$ cat src/rtl/apb_gpio_pkg.sv
// Shared register map, reset values and capability-field layout for the APB GPIO port.
package apb_gpio_pkg;

   // Word indices decoded from paddr[7:2]
   localparam logic [5:0] REG_DATA   = 6'd0;
   localparam logic [5:0] REG_OUT    = 6'd1;
   localparam logic [5:0] REG_DIR    = 6'd2;
   localparam logic [5:0] REG_IMASK  = 6'd3;
   localparam logic [5:0] REG_IPOL   = 6'd4;
   localparam logic [5:0] REG_IEDGE  = 6'd5;
   localparam logic [5:0] REG_BYPASS = 6'd6;
   localparam logic [5:0] REG_CAP    = 6'd7;

   // Reset values for control registers and the input synchroniser chain
   localparam logic [31:0] RST_REG  = 32'h0000_0000;
   localparam logic [31:0] RST_SYNC = 32'h0000_0000;

   // CAP register layout: implemented-bit count minus one, and interrupt capability flag
   localparam int CAP_NB_LSB  = 0;
   localparam int CAP_NB_W    = 5;
   localparam int CAP_IRQ_BIT = 16;

   // Mask with the low n bits set (n clamped to 0..32)
   function automatic logic [31:0] bit_mask(input int n);
      if (n >= 32) begin
         return 32'hFFFF_FFFF;
      end else if (n <= 0) begin
         return 32'h0000_0000;
      end else begin
         return (32'd1 << n) - 32'd1;
      end
   endfunction

endpackage

$ cat src/rtl/apb_gpio_port_sync2.sv
// Two-flop synchroniser for asynchronous pad inputs, one chain per bit.
module gpio_sync2
   import apb_gpio_pkg::*;
#(
   parameter int W = 32
) (
   input  logic         clk,
   input  logic         rstn,
   input  logic [W-1:0] d_i,
   output logic [W-1:0] q_o
);

   logic [W-1:0] s1_q;
   logic [W-1:0] s2_q;

   // Metastability chain: first flop samples the pad, second presents the settled value
   always_ff @(posedge clk or negedge rstn) begin
      if (!rstn) begin
         s1_q <= RST_SYNC[W-1:0];
         s2_q <= RST_SYNC[W-1:0];
      end else begin
         s1_q <= d_i;
         s2_q <= s1_q;
      end
   end

   assign q_o = s2_q;

endmodule

$ cat src/rtl/apb_gpio_port.sv
// APB-attached GPIO controller: per-bit output data, direction, alternate-function
// bypass and level/edge input interrupts, with a two-flop input synchroniser.
module apb_gpio_port
   import apb_gpio_pkg::*;
#(
   parameter int          NBITS  = 8,
   parameter bit          OEPOL  = 1'b0,
   parameter logic [31:0] IMASK  = 32'h0,
   parameter logic [31:0] BYPASS = 32'h0
) (
   input  logic        clk,
   input  logic        rstn,
   input  logic        psel,
   input  logic        penable,
   input  logic [31:0] paddr,
   input  logic        pwrite,
   input  logic [31:0] pwdata,
   output logic [31:0] prdata,
   output logic        pirq,
   input  logic [31:0] gpio_din,
   input  logic [31:0] sig_in,
   input  logic [31:0] sig_en,
   output logic [31:0] gpio_dout,
   output logic [31:0] gpio_oen,
   output logic [31:0] gpio_val,
   output logic [31:0] sig_out
);

   // Bits that exist at all, bits that may interrupt, bits that may be bypassed
   localparam logic [31:0] IMP_MASK = bit_mask(NBITS);
   localparam logic [31:0] IRQ_MASK = IMP_MASK & IMASK;
   localparam logic [31:0] BYP_MASK = IMP_MASK & BYPASS;

   logic [31:0] out_q,   out_d;
   logic [31:0] dir_q,   dir_d;
   logic [31:0] imask_q, imask_d;
   logic [31:0] ipol_q,  ipol_d;
   logic [31:0] iedge_q, iedge_d;
   logic [31:0] byp_q,   byp_d;
   logic [31:0] prev_q;

   logic [31:0] sync_raw;
   logic [31:0] sync;
   logic [31:0] byp_wmask;
   logic [31:0] evt;
   logic [31:0] cap;
   logic [5:0]  widx;
   logic        wr_en;
   logic        unused_addr;

   assign widx        = paddr[7:2];
   assign wr_en       = psel & penable & pwrite;
   assign unused_addr = ^{paddr[31:8], paddr[1:0]};

   // A bypass bit can only be set where the build allows it and an alternate function exists
   assign byp_wmask = BYP_MASK & sig_en;

   gpio_sync2 #(.W(32)) u_sync (
      .clk  (clk),
      .rstn (rstn),
      .d_i  (gpio_din),
      .q_o  (sync_raw)
   );

   assign sync = sync_raw & IMP_MASK;

   // Register next-state: apply an APB write, keeping unimplemented bits at zero
   always_comb begin
      out_d   = out_q;
      dir_d   = dir_q;
      imask_d = imask_q;
      ipol_d  = ipol_q;
      iedge_d = iedge_q;
      byp_d   = byp_q;
      if (wr_en) begin
         case (widx)
            REG_OUT:    out_d   = pwdata & IMP_MASK;
            REG_DIR:    dir_d   = pwdata & IMP_MASK;
            REG_IMASK:  imask_d = pwdata & IRQ_MASK;
            REG_IPOL:   ipol_d  = pwdata & IRQ_MASK;
            REG_IEDGE:  iedge_d = pwdata & IRQ_MASK;
            REG_BYPASS: byp_d   = (byp_q & ~byp_wmask) | (pwdata & byp_wmask);
            default:    ;
         endcase
      end
   end

   // Control registers and previous-input flop for edge detection
   always_ff @(posedge clk or negedge rstn) begin
      if (!rstn) begin
         out_q   <= RST_REG;
         dir_q   <= RST_REG;
         imask_q <= RST_REG;
         ipol_q  <= RST_REG;
         iedge_q <= RST_REG;
         byp_q   <= RST_REG;
         prev_q  <= RST_SYNC;
      end else begin
         out_q   <= out_d;
         dir_q   <= dir_d;
         imask_q <= imask_d;
         ipol_q  <= ipol_d;
         iedge_q <= iedge_d;
         byp_q   <= byp_d;
         prev_q  <= sync;
      end
   end

   // Per-bit event: polarity match, additionally qualified by a change when in edge mode
   assign evt  = ~(sync ^ ipol_q) & (~iedge_q | (sync ^ prev_q));
   assign pirq = |(imask_q & evt);

   // Capability word is fixed by the build parameters
   always_comb begin
      cap                              = '0;
      cap[CAP_NB_LSB +: CAP_NB_W]      = CAP_NB_W'(NBITS - 1);
      cap[CAP_IRQ_BIT]                 = (IMASK != 32'h0);
   end

   // Read mux, only driven while the slave is selected
   always_comb begin
      prdata = '0;
      if (psel) begin
         case (widx)
            REG_DATA:   prdata = sync;
            REG_OUT:    prdata = out_q;
            REG_DIR:    prdata = dir_q;
            REG_IMASK:  prdata = imask_q;
            REG_IPOL:   prdata = ipol_q;
            REG_IEDGE:  prdata = iedge_q;
            REG_BYPASS: prdata = byp_q;
            REG_CAP:    prdata = cap;
            default:    prdata = '0;
         endcase
      end
   end

   assign gpio_dout = (byp_q & sig_in) | (~byp_q & out_q);
   assign gpio_oen  = OEPOL ? dir_q : ~dir_q;
   assign gpio_val  = sync;
   assign sig_out   = sync;

endmodule

$ cat config.mk
export PLATFORM = sky130hd
export DESIGN_NAME = apb_gpio_port
export DESIGN_NICKNAME = d
export VERILOG_FILES = /design/src/rtl/apb_gpio_pkg.sv /design/src/rtl/apb_gpio_port_sync2.sv /design/src/rtl/apb_gpio_port.sv
export SDC_FILE = /design/constraint.sdc
export NUM_CORES = 1
export LEC_CHECK = 0
export CAP_MARGIN = 15
export CORE_AREA = 3 3 124 126
export CTS_BUF_LIST = sky130_fd_sc_hd__clkbuf_8 sky130_fd_sc_hd__clkbuf_16
export CTS_CLUSTER_DIAMETER = 100
export CTS_CLUSTER_SIZE = 10
export DETAILED_ROUTE_END_ITERATION = 7
export DIE_AREA = 0 0 127 129
export GPL_TIMING_DRIVEN = 1
export PLACE_DENSITY = 0.59
export REMOVE_ABC_BUFFERS = 1
export SLEW_MARGIN = 20
export SYNTH_ARGS = -nofsm -noshare
export SYNTH_HDL_FRONTEND = slang
export SYNTH_SLANG_ARGS = --single-unit
$ cat constraint.sdc
create_clock -name clk -period 2.8 [get_ports clk]
set_clock_uncertainty 0.05 [all_clocks]
set_input_delay 0.56 -clock clk [delete_from_list [all_inputs] [get_ports clk]]
set_output_delay 0.56 -clock clk [all_outputs]
set_load 0.05 [all_outputs]
==> impl_metrics.tcl <==
set metrics [dict create \
    dp_slack_ps -55.1 \
    critical_path.top_delay_family "simple AND/OR/NAND/NOR gates" \
    detail_route.first_pass.iterations 4 \
    synth_seq_area_share_pct 34.7 \
    finalWorstSetupSlack_ps 50.7 \
    tns_setup_ps 0 \
    met3_routing_resource_usage_after_global_routing_pct 2.70 \
    areaGrowthSynthToFinish_pct 29.5 \
    gate_power_share_pct 36.2 \
    async_reset_ff_share_pct 100 \
    critical_path_arrival_ps 2140 \
    netlist_area_sq_um 2300 \
    slew_viol_final 0 \
    rsz_0062_raised_after_global_routing "true" \
    dominantRegCellSynth "sky130_fd_sc_hd__dfrtp_1" \
    critical_path.startpoint "paddr[5]" \
    endpoint_kind "primary output" \
    start_util_pct 16.0 \
    post_route_cells_drive_above_1_share_pct 18.3 \
    first_global_vias 1185 \
    critical-path-max-stage-delay_ps 550 \
    fillerInstances 1596 \
    cp.required_ps 2190 \
    slowest_stage "sky130_fd_sc_hd__or4b_1" \
    worstMarginPinSlew_ps 791 \
    area_contributors_post_synth "sky130_fd_sc_hd__buf_4 (42%), sky130_fd_sc_hd__dfrtp_1 (35%), sky130_fd_sc_hd__mux2_2 (8.8%), sky130_fd_sc_hd__mux2i_1 (2.2%), sky130_fd_sc_hd__a2bb2oi_1 (1.9%)" \
    psw_mw 0.705 \
    placement.cell_area_sq_um 2810 \
    dp.cells 477 \
    max-cap-violations 0 \
    floorplan.io_pins 326 \
    vert_die_dim_microns 129 \
    grtUsageMet2_pct 9.87 \
    insertion_delay_ps 270 \
    power.share.sequential_pct 30.6 \
    post-route-period-util_pct 98.2 \
    post-dp-hpwl_mm 4.53 \
    gp_congestion 0.640 \
    cell_internal_pwr_mw 0.934 \
    ys_top_cells_by_count "sky130_fd_sc_hd__buf_4 (129), sky130_fd_sc_hd__dfrtp_1 (32), sky130_fd_sc_hd__mux2_2 (18), sky130_fd_sc_hd__inv_1 (8), sky130_fd_sc_hd__nor2_1 (6)" \
    yosys_register_bits 32 \
    level_count_of_the_clock_h_tree 2 \
    final-setup-viol-count 0 \
    hold_crit_class "flip-flop to flip-flop" \
    netSwitchingFraction_pct 43.0 \
    antenna_left 0 \
    cellPowerDensity_nw_per_um2 549 \
    finalPower_mw 1.64 \
    instance_count_of_the_mapped_netlist 231 \
    slew_headroom_pct 47.2 \
    min-delay-start "u_sync.s1_q[2]" \
    postCtsSetupRepairBufs 0 \
    layout.cells.non_filler 485 \
    r2r.worst_path.cells 1 \
    std_cell_rows 44 \
    final_hold_violating_endpoints 0 \
    portBuffers 66 \
    overflow 0 \
    worst_path_maximum_fanout 5 \
    grtUsageMet1_pct 7.12 \
    drc 0 \
    worst_ir_drop_vdd_uv 168 \
    clock_power_share_pct 33.2 \
    cts_max_path_buffers 2 \
    drt-wirelength-per-cell_microns 11.2 \
    min_period_ps 2750 \
    global_route_wire_length_before_repair_mm 7.38 \
    grt_most_used_layer "met2" \
    die-width_microns 127 \
    number_of_different_library_cells_in_the_post_synthesis_netlist 22 \
    post-synth-top-area-cell "sky130_fd_sc_hd__buf_4" \
    cts_sinks 32 \
    track_usage_pct 5.98 \
    maximum_number_of_pins_on_one_net_before_global_route_repair 33 \
    worst_path_cell_chain "clkdlybuf4s50_1 -> or4b_1 -> or2_4 -> nor2_2 -> buf_12" \
    cts_buffers 5 \
    design.die.area_sq_um 16400 \
    clkTransAtPathRegs_ps 50 \
    fmax_mhz 364 \
    synth.most_common_cell "sky130_fd_sc_hd__buf_4" \
    final_area_sq_um 2980 \
    critical_path.n_buffers_inverters 2 \
    synth_largest_type_area_fraction_pct 42.0 \
    ys_warn_count 0 \
    fp.coreArea_sq_um 14400 \
    postSynthAreaPerCell_sq_um 9.98 \
    hold-path-cell-count 0 \
    ctsHoldBuffers 0 \
    setup.worst_path.class "input port to primary output" \
    outcome "finished, final reports clean" \
    p_leak_nw 1.41 \
    grt_antenna_before_repair 0 \
    number_of_enable_type_register_cells_in_the_synthesized_netlist 0 \
    starting_drc_count_in_detailed_routing 10 \
    timing.rr.end "out_q[6]" \
    root_buffer "sky130_fd_sc_hd__clkbuf_16" \
    min_delay_worst_endpoint "u_sync.q_o[2]" \
    route.vias.total 1364 \
    insertedDiodeCount 0 \
    worstReg2RegStart "out_q[6]" \
    register_to_register_setup_slack_ps 1960 \
    cp-start-kind "input port" \
    cts_tree "done" \
    viasPerCell 2.81 \
    num-nets-final 465 \
    finalWirelength_mm 5.44 \
]
-- layout by cell type, fill, tap and decap left out, types with 3 or more instances in the layout --
cell type and instances:
sky130_fd_sc_hd__mux2i_1 5, sky130_fd_sc_hd__a2bb2oi_1 5, sky130_fd_sc_hd__clkdlybuf4s50_1 57, sky130_fd_sc_hd__inv_1 8, sky130_fd_sc_hd__mux2_2 18, sky130_fd_sc_hd__nand2_1 4, sky130_fd_sc_hd__dfrtp_1 32, sky130_fd_sc_hd__conb_1 121
sky130_fd_sc_hd__buf_4 10, sky130_fd_sc_hd__buf_12 8, sky130_fd_sc_hd__clkbuf_16 5, sky130_fd_sc_hd__nor3b_1 3, sky130_fd_sc_hd__nor2_2 4, sky130_fd_sc_hd__o21ai_0 3
-- kinds of logic after synthesis --
family / count (synthesis) / share of synthesized area [%]
other cells: 2 / 0.326
buf+inv: 141 / 44.0
compound gates: 11 / 3.20
flops: 32 / 34.7
simple gates: 21 / 6.24
mux: 24 / 11.5
-- how the worst max path moves through the flow --
stage,depth (start not counted),end,slack [ps]
2_1_floorplan,3,prdata[3],-30
3_5_place_dp,5,prdata[6],-60
5_1_grt,5,prdata[6],-30
4_1_cts,5,prdata[5],10
3_3_place_gp,5,prdata[4],-50
6_report,5,prdata[6],50
-- what timing repair did --
item / in CTS / in global routing
endpoints found under the setup margin: 5 / 5
resized for setup: 4 / 5
hold endpoints to repair: 0 / 0
-- metrics by stage --
stage,util [%],hold slack (ps)
floorplan,-,214
global placement,19.5,282
detailed placement,19.5,285
CTS,20.6,297
global route,20.7,298
finish,20.7,295
-- registers in the layout (all words and copies together) (netlist names) --
register,cells
u_sync.s1_q,8
out_q,8
dir_q,8
u_sync.q_o,8
-- per-layer routing --
| metal | part of all wire [%] | routed length (microns) | vias to the layer above |
|---|---|---|---|
| met5 | 0 | 0 | - |
| met4 | 0.59 | 32 | 0 |
| met3 | 11 | 585 | 4 |
| met2 | 51 | 2780 | 89 |
| met1 | 37 | 2040 | 649 |
| li1 | - | - | 622 |
-- final cells by class --
cell class | instances | area, sq um | area share (%)
timing repair buffer | 76 | 811 | 27.2
clock buffer | 6 | 139 | 4.65
inverter | 8 | 30.0 | 1.01
clock inverter | 2 | 10.0 | 0.335
sequential | 32 | 801 | 26.8
multi-input combinational | 177 | 963 | 32.3
tap | 184 | 230 | 7.71
-- power groups by stage --
stage / combinational (mW) / clock (mW) / sequential, mW
after floorplan: 0.407 / 0 / 0.567
after global routing: 0.618 / 0.593 / 0.505
after detailed placement: 0.590 / 0 / 0.511
after global placement: 0.589 / 0 / 0.510
final: 0.594 / 0.544 / 0.502
after CTS: 0.592 / 0.573 / 0.502
Power figures use the tool's default switching activity.
